===== src/rtl/bdd_pkg.sv =====
// Shared constants, widths and parser state encoding for the BDD node-table loader
// and the classifier core it feeds.
package bdd_pkg;
  localparam logic [7:0] HDR_BYTE    = 8'hA5;
  localparam int         R1_BYTES    = 5;
  localparam int         R2_BYTES    = 3;
  localparam int         RAM1_DW     = 34;
  localparam int         RAM2_DW     = 18;
  localparam int         NODE_AW     = 8;
  localparam int         NODE_DEPTH  = 32;
  localparam int         WR_HOLD_DEF = 4;

  typedef enum logic [2:0] {
    ST_IDLE,
    ST_COUNT,
    ST_R1,
    ST_R2,
    ST_WRITE,
    ST_CSUM
  } state_e;
endpackage


===== src/rtl/bdd_wr_hold.sv =====
// Write-enable stretcher: holds we for WR_HOLD clk cycles so the divided-clock
// node SRAMs see at least one of their own edges during the write.
module bdd_wr_hold #(
  parameter int WR_HOLD = 4
) (
  input  logic clk,
  input  logic rst_n,
  input  logic start,
  output logic we,
  output logic done
);
  localparam int CW = $clog2(WR_HOLD + 1);

  logic [CW-1:0] cnt_q, cnt_d;

  always_comb begin
    cnt_d = cnt_q;
    if (start)              cnt_d = CW'(WR_HOLD);
    else if (cnt_q != '0)   cnt_d = cnt_q - 1'b1;
  end

  always_ff @(posedge clk or negedge rst_n) begin
    if (!rst_n) cnt_q <= '0;
    else        cnt_q <= cnt_d;
  end

  assign we   = (cnt_q != '0);
  assign done = (cnt_q == CW'(1));
endmodule


===== src/rtl/bdd_table_loader.sv =====
// Parses a framed node-table byte stream (A5, N, N x 8 node bytes, XOR checksum)
// and drives the classifier's shared node-SRAM write port.
module bdd_table_loader
  import bdd_pkg::*;
#(
  parameter int RAM1_DATA_WIDTH = RAM1_DW,
  parameter int RAM2_DATA_WIDTH = RAM2_DW,
  parameter int ADDR_WIDTH      = NODE_AW,
  parameter int DEPTH           = NODE_DEPTH,
  parameter int WR_HOLD         = WR_HOLD_DEF
) (
  input  logic                       clk,
  input  logic                       rst_n,
  input  logic                       s_valid,
  output logic                       s_ready,
  input  logic [7:0]                 s_data,
  output logic                       we1,
  output logic [ADDR_WIDTH-1:0]      in_addr,
  output logic [RAM1_DATA_WIDTH-1:0] ram1_data_in,
  output logic [RAM2_DATA_WIDTH-1:0] ram2_data_in,
  output logic                       busy,
  output logic                       load_done,
  output logic                       load_err
);
  localparam int IW = ADDR_WIDTH + 1;

  state_e                     state_q, state_d;
  logic [2:0]                 bcnt_q, bcnt_d;
  // Only the bits that reach the SRAM are kept; the dropped upper bytes still feed the XOR.
  logic [RAM1_DATA_WIDTH-1:0] sh1_q, sh1_d;
  logic [RAM2_DATA_WIDTH-1:0] sh2_q, sh2_d, sh2_nxt;
  logic [IW-1:0]              n_q, n_d, idx_q, idx_d, idx_inc;
  logic [7:0]                 xor_q, xor_d;
  logic [ADDR_WIDTH-1:0]      addr_q, addr_d;
  logic [RAM1_DATA_WIDTH-1:0] ram1_q, ram1_d;
  logic [RAM2_DATA_WIDTH-1:0] ram2_q, ram2_d;
  logic                       done_q, done_d, err_q, err_d;
  logic                       acc, hold_start, hold_done, hold_we;

  bdd_wr_hold #(.WR_HOLD(WR_HOLD)) u_wr_hold (
    .clk   (clk),
    .rst_n (rst_n),
    .start (hold_start),
    .we    (hold_we),
    .done  (hold_done)
  );

  assign s_ready = rst_n && (state_q != ST_WRITE);
  assign acc     = s_valid && s_ready;
  assign sh2_nxt = {sh2_q[RAM2_DATA_WIDTH-9:0], s_data};
  assign idx_inc = idx_q + 1'b1;

  always_comb begin
    state_d    = state_q;
    bcnt_d     = bcnt_q;
    sh1_d      = sh1_q;
    sh2_d      = sh2_q;
    n_d        = n_q;
    idx_d      = idx_q;
    xor_d      = xor_q;
    addr_d     = addr_q;
    ram1_d     = ram1_q;
    ram2_d     = ram2_q;
    done_d     = done_q;
    err_d      = err_q;
    hold_start = 1'b0;
    case (state_q)
      ST_IDLE: if (acc && s_data == HDR_BYTE) begin
        state_d = ST_COUNT;
        done_d  = 1'b0;
        err_d   = 1'b0;
      end
      ST_COUNT: if (acc) begin
        if (s_data == 8'h00 || int'(s_data) > DEPTH) begin
          err_d   = 1'b1;
          state_d = ST_IDLE;
        end else begin
          n_d     = IW'(s_data);
          idx_d   = '0;
          xor_d   = s_data;   // checksum covers N as well as the node bytes
          bcnt_d  = '0;
          state_d = ST_R1;
        end
      end
      ST_R1: if (acc) begin
        sh1_d = {sh1_q[RAM1_DATA_WIDTH-9:0], s_data};
        xor_d = xor_q ^ s_data;
        if (bcnt_q == 3'(R1_BYTES - 1)) begin
          bcnt_d  = '0;
          state_d = ST_R2;
        end else bcnt_d = bcnt_q + 1'b1;
      end
      ST_R2: if (acc) begin
        sh2_d = sh2_nxt;
        xor_d = xor_q ^ s_data;
        if (bcnt_q == 3'(R2_BYTES - 1)) begin
          bcnt_d     = '0;
          ram1_d     = sh1_q;
          ram2_d     = sh2_nxt;
          addr_d     = idx_q[ADDR_WIDTH-1:0];
          hold_start = 1'b1;
          state_d    = ST_WRITE;
        end else bcnt_d = bcnt_q + 1'b1;
      end
      ST_WRITE: if (hold_done) begin
        idx_d   = idx_inc;
        state_d = (idx_inc < n_q) ? ST_R1 : ST_CSUM;
      end
      ST_CSUM: if (acc) begin
        if (s_data == xor_q) done_d = 1'b1;
        else                 err_d  = 1'b1;
        state_d = ST_IDLE;
      end
      default: state_d = ST_IDLE;
    endcase
  end

  always_ff @(posedge clk or negedge rst_n) begin
    if (!rst_n) begin
      state_q <= ST_IDLE;
      bcnt_q  <= '0;
      sh1_q   <= '0;
      sh2_q   <= '0;
      n_q     <= '0;
      idx_q   <= '0;
      xor_q   <= '0;
      addr_q  <= '0;
      ram1_q  <= '0;
      ram2_q  <= '0;
      done_q  <= 1'b0;
      err_q   <= 1'b0;
    end else begin
      state_q <= state_d;
      bcnt_q  <= bcnt_d;
      sh1_q   <= sh1_d;
      sh2_q   <= sh2_d;
      n_q     <= n_d;
      idx_q   <= idx_d;
      xor_q   <= xor_d;
      addr_q  <= addr_d;
      ram1_q  <= ram1_d;
      ram2_q  <= ram2_d;
      done_q  <= done_d;
      err_q   <= err_d;
    end
  end

  assign we1          = hold_we;
  assign in_addr      = addr_q;
  assign ram1_data_in = ram1_q;
  assign ram2_data_in = ram2_q;
  assign busy         = (state_q != ST_IDLE);
  assign load_done    = done_q;
  assign load_err     = err_q;
endmodule


===== config.mk =====
export PLATFORM = sky130hd
export DESIGN_NAME = bdd_table_loader
export DESIGN_NICKNAME = d
export VERILOG_FILES = /design/src/rtl/bdd_pkg.sv /design/src/rtl/bdd_wr_hold.sv /design/src/rtl/bdd_table_loader.sv
export SDC_FILE = /design/constraint.sdc
export NUM_CORES = 1
export LEC_CHECK = 0
export BUFFER_PORTS_ARGS = -buffer_cell sky130_fd_sc_hd__buf_2
export CAP_MARGIN = 20
export CORE_MARGIN = 1
export CORE_UTILIZATION = 52
export CTS_CLUSTER_SIZE = 20
export DETAILED_ROUTE_END_ITERATION = 8
export GPL_TIMING_DRIVEN = 0
export PLACE_DENSITY_LB_ADDON = 0.05
export SYNTH_ARGS = -nofsm -noshare
export SYNTH_HDL_FRONTEND = slang
export SYNTH_SLANG_ARGS = --single-unit
export TNS_END_PERCENT = 100

===== constraint.sdc =====
create_clock -name clk -period 2.3 [get_ports clk]
set_clock_uncertainty 0.05 [all_clocks]
set_input_delay 0.23 -clock clk [delete_from_list [all_inputs] [get_ports clk]]
set_output_delay 0.23 -clock clk [all_outputs]
set_load 0.005 [all_outputs]

After elaboration in Yosys (flattened, before gate mapping)
Index checks and enable logic that the tools add are counted.

cells by class
  mux-type cells = 40
  order comparisons = 2
  add/subtract/negate cells = 3
  eq/ne operators = 24
  bitwise logic cells = 2
  reductions and logical operators = 25

operator list
  operator                                                       number
  two-way mux 3 bit                                              17
  two-way mux 9 bit                                              3
  two-way mux 8 bit                                              3
  inequality test 2 bit, second input constant                   12
  case mux 3 bit (6 select lines)                                1
  case mux 9 bit (2 select lines)                                1
  case mux 8 bit (2 select lines)                                1
  AND reduction 4 bit                                            3
  nonzero test 3 bit                                             4
  two-way mux 1 bit                                              10
  adder 9 x 1 -> 9 bit, second input constant                    1
  == test 3 x 2 -> 1 bit, second input constant                  3
  == test 3 bit, second input constant                           3
  less-than comparator 9 x 8 -> 1 bit                            1
  case mux 3 bit (3 select lines)                                1
  == test 8 bit                                                  1
  == test 8 bit, second input constant                           1
  greater-than comparator 8 x 6 -> 1 bit, second input constant  1
  logical NOT 8 bit                                              1
  AND reduction 8 bit                                            1
  nonzero test 2 bit                                             4
  bitwise XOR 8 bit                                              1
  == test 3 x 1 -> 1 bit, second input constant                  2
  AND reduction 3 bit                                            2
  other kinds (15)                                               18

word-level totals
  register bits = 140

Logic depth before layout (Yosys ltp)
  depth after elaboration = 6
  depth in mapped cells = 9

Hierarchy
Synthesis repeated with hierarchy kept, for this count alone.

second synthesis, totals
  cell total of the unflattened synthesis = 478
  area total of the unflattened synthesis = 6467.5 um^2

by module, submodules not included
  module            area an instance (um^2)  times used  cells an instance
  bdd_table_loader  6268.5                   1           460
  bdd_wr_hold       198.9                    1           18

Worst setup path before layout
No wires, ideal clock.

  path kind = flip-flop to flip-flop
  start = register idx_q[0]
  end = register state_q[1]
  arrival time = 2.053 ns
  path slack = 0.117 ns
  period minus slack after synthesis = 2.183 ns
  required time = 2.170 ns
  stages on the path, launching flop included = 10
  buffers on the path = 0
  path through = dfrtp_1 > ha_1 > and3_1 > nand3_1 > xnor2_1 > ha_1 > nand2_1 > nor4_1 > or4_4 > o211ai_2

on the way
  word-level cells in the longest chain between the ends = 5

RTL lines
  what                                 RTL line                 RTL
  start, declared                      bdd_table_loader.sv:32   logic [IW-1:0] n_q, n_d, idx_q, idx_d, idx_inc;
  start signal, assigned               bdd_table_loader.sv:138  idx_q <= idx_d;
  adder 9 x 1 -> 9 bit                 bdd_table_loader.sv:51   assign idx_inc = idx_q + 1'b1;
  less-than comparator 9 x 8 -> 1 bit  bdd_table_loader.sv:107  state_d = (idx_inc < n_q) ? ST_R1 : ST_CSUM;
  two-way mux 3 bit                    bdd_table_loader.sv:107
  two-way mux 3 bit                    bdd_table_loader.sv:105  ST_WRITE: if (hold_done) begin
  case mux 3 bit (6 select lines)      bdd_table_loader.sv:67   case (state_q)
  end signal, assigned                 bdd_table_loader.sv:133  state_q <= state_d;
  end, declared                        bdd_table_loader.sv:27   state_e state_q, state_d;

No other way between the ends. The select of a mux whose other input is x is not followed.
A chain may end at the register's enable or synchronous reset.

Final worst setup path
Same ends and word-level chain as after synthesis.

==> impl_metrics.yaml <==
finish:
  area_growth_pct: 22.18
  drive_above_1_share_pct: 45.47
  final_common_cell: "dfrtp_1"
  insertedDiodeCount: 0
  fin_util_pct: 65.60
  final_cell_mix: "dfrtp_1, mux2_2, buf_2"
  fin_nets: 597
setup_path:
  arrival_ns: 2.59
  reg2reg_depth: 7
  worstSetupEndpointType: "flop"
  path_cells: "and3_2 -> xor2_2 -> ha_1 -> a2111oi_4 -> nor4_4 -> or4_4 -> o211ai_2"
  r2r_setup_slack_ns: 0.005
  max_stage_delay_ns: 0.53
  startpoint: "idx_q[0]"
  critPathLaunchType: "flop"
  worstReg2RegStart: "idx_q[0]"
  worstPathMaxFanout: 4
  critPathSlowestCell: "or4_4"
  cp.required_ns: 2.59
  criticalPathCategory: "flop to flop"
  reg2reg_to: "state_q[1]"
clocking:
  cts_tree: "done"
  htree_num_levels: 4
  clk_latency_ns: 0.42
  root_buffer: "clkbuf_16"
  cts.sinks: 140
  cts_buffers: 17
  cts_buffer_depth: 2
  path_clk_slew_ns: 0.05
logic_synthesis:
  syn-instance-count: 472
  syn-num-nets: 497
  muxShareOfSynthArea_pct: 20.19
  synth-seq-cells: 140
  ys_async_sr_fraction_pct: 100.0
  ys_seq_area_share_pct: 56.66
  syn_area_per_cell_um2: 13.10
  synthSimpleGateAreaFrac_pct: 6.758
  syn_area_um2: 6183
  synthAdderAreaFrac_pct: 2.833
  synth_compound_area_share_pct: 8.377
  synthFlopType: "dfrtp_1"
  synth-edff-count: 0
  synth_xor_xnor_area_share_pct: 2.266
  synth_top_family_by_area: "multiplexers"
  yosysWarnings: 0
  ys_types: 54
global_route:
  antenna_found_initial: 0
  grtUsageTotal_pct: 22.82
  grt_max_degree: 88
  grt_pass1_wl_um: 21500
  gr-total-overflow: 0
  first_global_vias: 4107
drt:
  drtIter0Drc: 225
  via_count: 4082
  antenna_left: 0
  wl_per_cell_um: 17.51
  firstDrtPassIters: 7
  drt_wl_total_um: 12750
  viasPerCell: 5.607
  remaining_drc_errors: 13
die:
  die_y_um: 111.0
  start_util_pct: 53.69
  die_w_um: 111.0
  fp.dieArea_um2: 12330
  rows: 39
  ios: 76
  core_area_um2: 11520
job:
  max_cap_viol_count: 0
sta:
  slew_violations: 0
  fmax_mhz: 435.8
  report.final.hold_viol_count: 86
  holdWs_ns: -0.3445
  fin_crit_ns: 2.295
  fin_ws_ns: 0.005369
  fin_crit_sh_pct: 99.77
  rsz0062_at_grt: "true"
  tightest_slew_ns: 0.6229
  setup_viol: 0
  slew_headroom_pct: 58.32
  final.setup.tns_ns: 0
status:
  status: "complete, but fails checks"
  violations: "DRC, hold timing"
placement:
  place_ws_ns: -0.7849
  io_buffers: 70
  gp_congestion: 0.8476
  dp_hpwl_um: 8405
hold_path:
  hold_path_class: "primary input to async pin"
power:
  p_leak_nw: 3.895
  ir_worst_vdd_mv: 0.5128
  p_per_area_nw_per_um2: 814.2
## stage by stage
stage / power (mW) / std cells / cell area [µm²]
after global placement: 3.285 / 685 / 6713
after global routing: 6.413 / 728 / 7555
after floorplan: 3.108 / 472 / 6183
after detailed placement: 3.326 / 686 / 6746
final: 6.151 / 728 / 7555
after CTS: 6.197 / 723 / 7460
## cell type report
cell class	instances	area (µm²)
plain buffers	25	125.1
clock inverters	5	103.9
inverters	15	56.30
multi-input cells	292	2594
flip-flops and latches	140	3508
fillers	877	3961
clock buffers	27	513.0
well taps	143	178.9
repair buffers	81	475.5
## worst max path at each step
| stage | end | cells past startpoint | slack, ns |
|---|---|---|---|
| floorplan | state_q[1] | 9 | 0.12 |
| global placement | sh1_q[33] | 5 | -2.77 |
| finish | state_q[1] | 7 | 0.005 |
| global route | state_q[1] | 9 | -0.09 |
| detailed placement | sh1_q[0] | 6 | -0.78 |
| CTS | state_q[1] | 9 | 0.00002 |
## flip-flops by register name, indices dropped and copies added, names as in the netlist, 8 cells and up
name and cells:
ram1_data_in 34, n_q 8, sh2_q 10, sh1_q 34, xor_q 8, ram2_data_in 18
in_addr 8, idx_q 9
## Yosys cell counts, types with 2 or more instances
master    instances  area share (%)
o21ai_1           4            0.32
or3_1             2            0.20
dfrtp_1         140              57
nor3_1            5            0.40
and2_1            3            0.30
o21a_1            9             1.1
o41ai_1           2            0.28
mux2_2          109              20
nand2b_1          6            0.61
o31ai_1           5            0.61
nand2_1          17             1.0
clkbuf_1          7            0.43
o211ai_1          2            0.24
nand2_2           2            0.20
xor2_1           10             1.4
nand3_1          13             1.1
ha_1             14             2.8
and3_1            3            0.30
a21oi_1          16             1.3
buf_4             3            0.36
a211oi_2          2            0.40
xnor2_1           6            0.85
inv_1            15            0.91
nor2_1           10            0.61
a31oi_1           8            0.81
nand4_1           2            0.20
nor4_1            3            0.30
buf_2            15             1.2
o22a_1            6            0.85
o21ai_0           9            0.73
## worst max-delay path: cells and delay by family, from the launching register on
family                     cells  cell delay (ns)
AOI/OAI and AO/OA              2             0.43
and+or+nand+nor                3             0.87
xor gates and xnor gates       1             0.17
DFF                            1             0.44
adders and majority gates      1             0.25
## where the power goes
group / switching (mW) / internal [mW]
combinational: 0.362 / 0.284
sequential: 0.0947 / 2.59
clock: 0.974 / 1.85
## repair_timing
action	in CTS	in global routing
endpoints found under the setup margin	90	90
resized for setup	14	14
endpoints found under the hold margin	86	86
buffers inserted	5	5
pin swaps	2	7
## kinds of logic (layout without fill, tap and decap cells)
group,after synthesis,after routing
buffers and inverters,40,153
and+or+nand+nor,77,77
DFF,140,140
adders and majority gates,14,14
AOI/OAI and AO/OA,74,74
muxes,111,111
xor gates and xnor gates,16,16
## layer usage
layer  GRT usage, %  part of all wire, %  vias to the layer above
li1               -                    -                     1905
met5              0                    0                        -
met3          6.397                  5.0                       20
met2          34.59                   48                       99
met1          31.34                   45                     2058
met4          8.739                  1.8                        0
(Power assumes the default switching activity.)
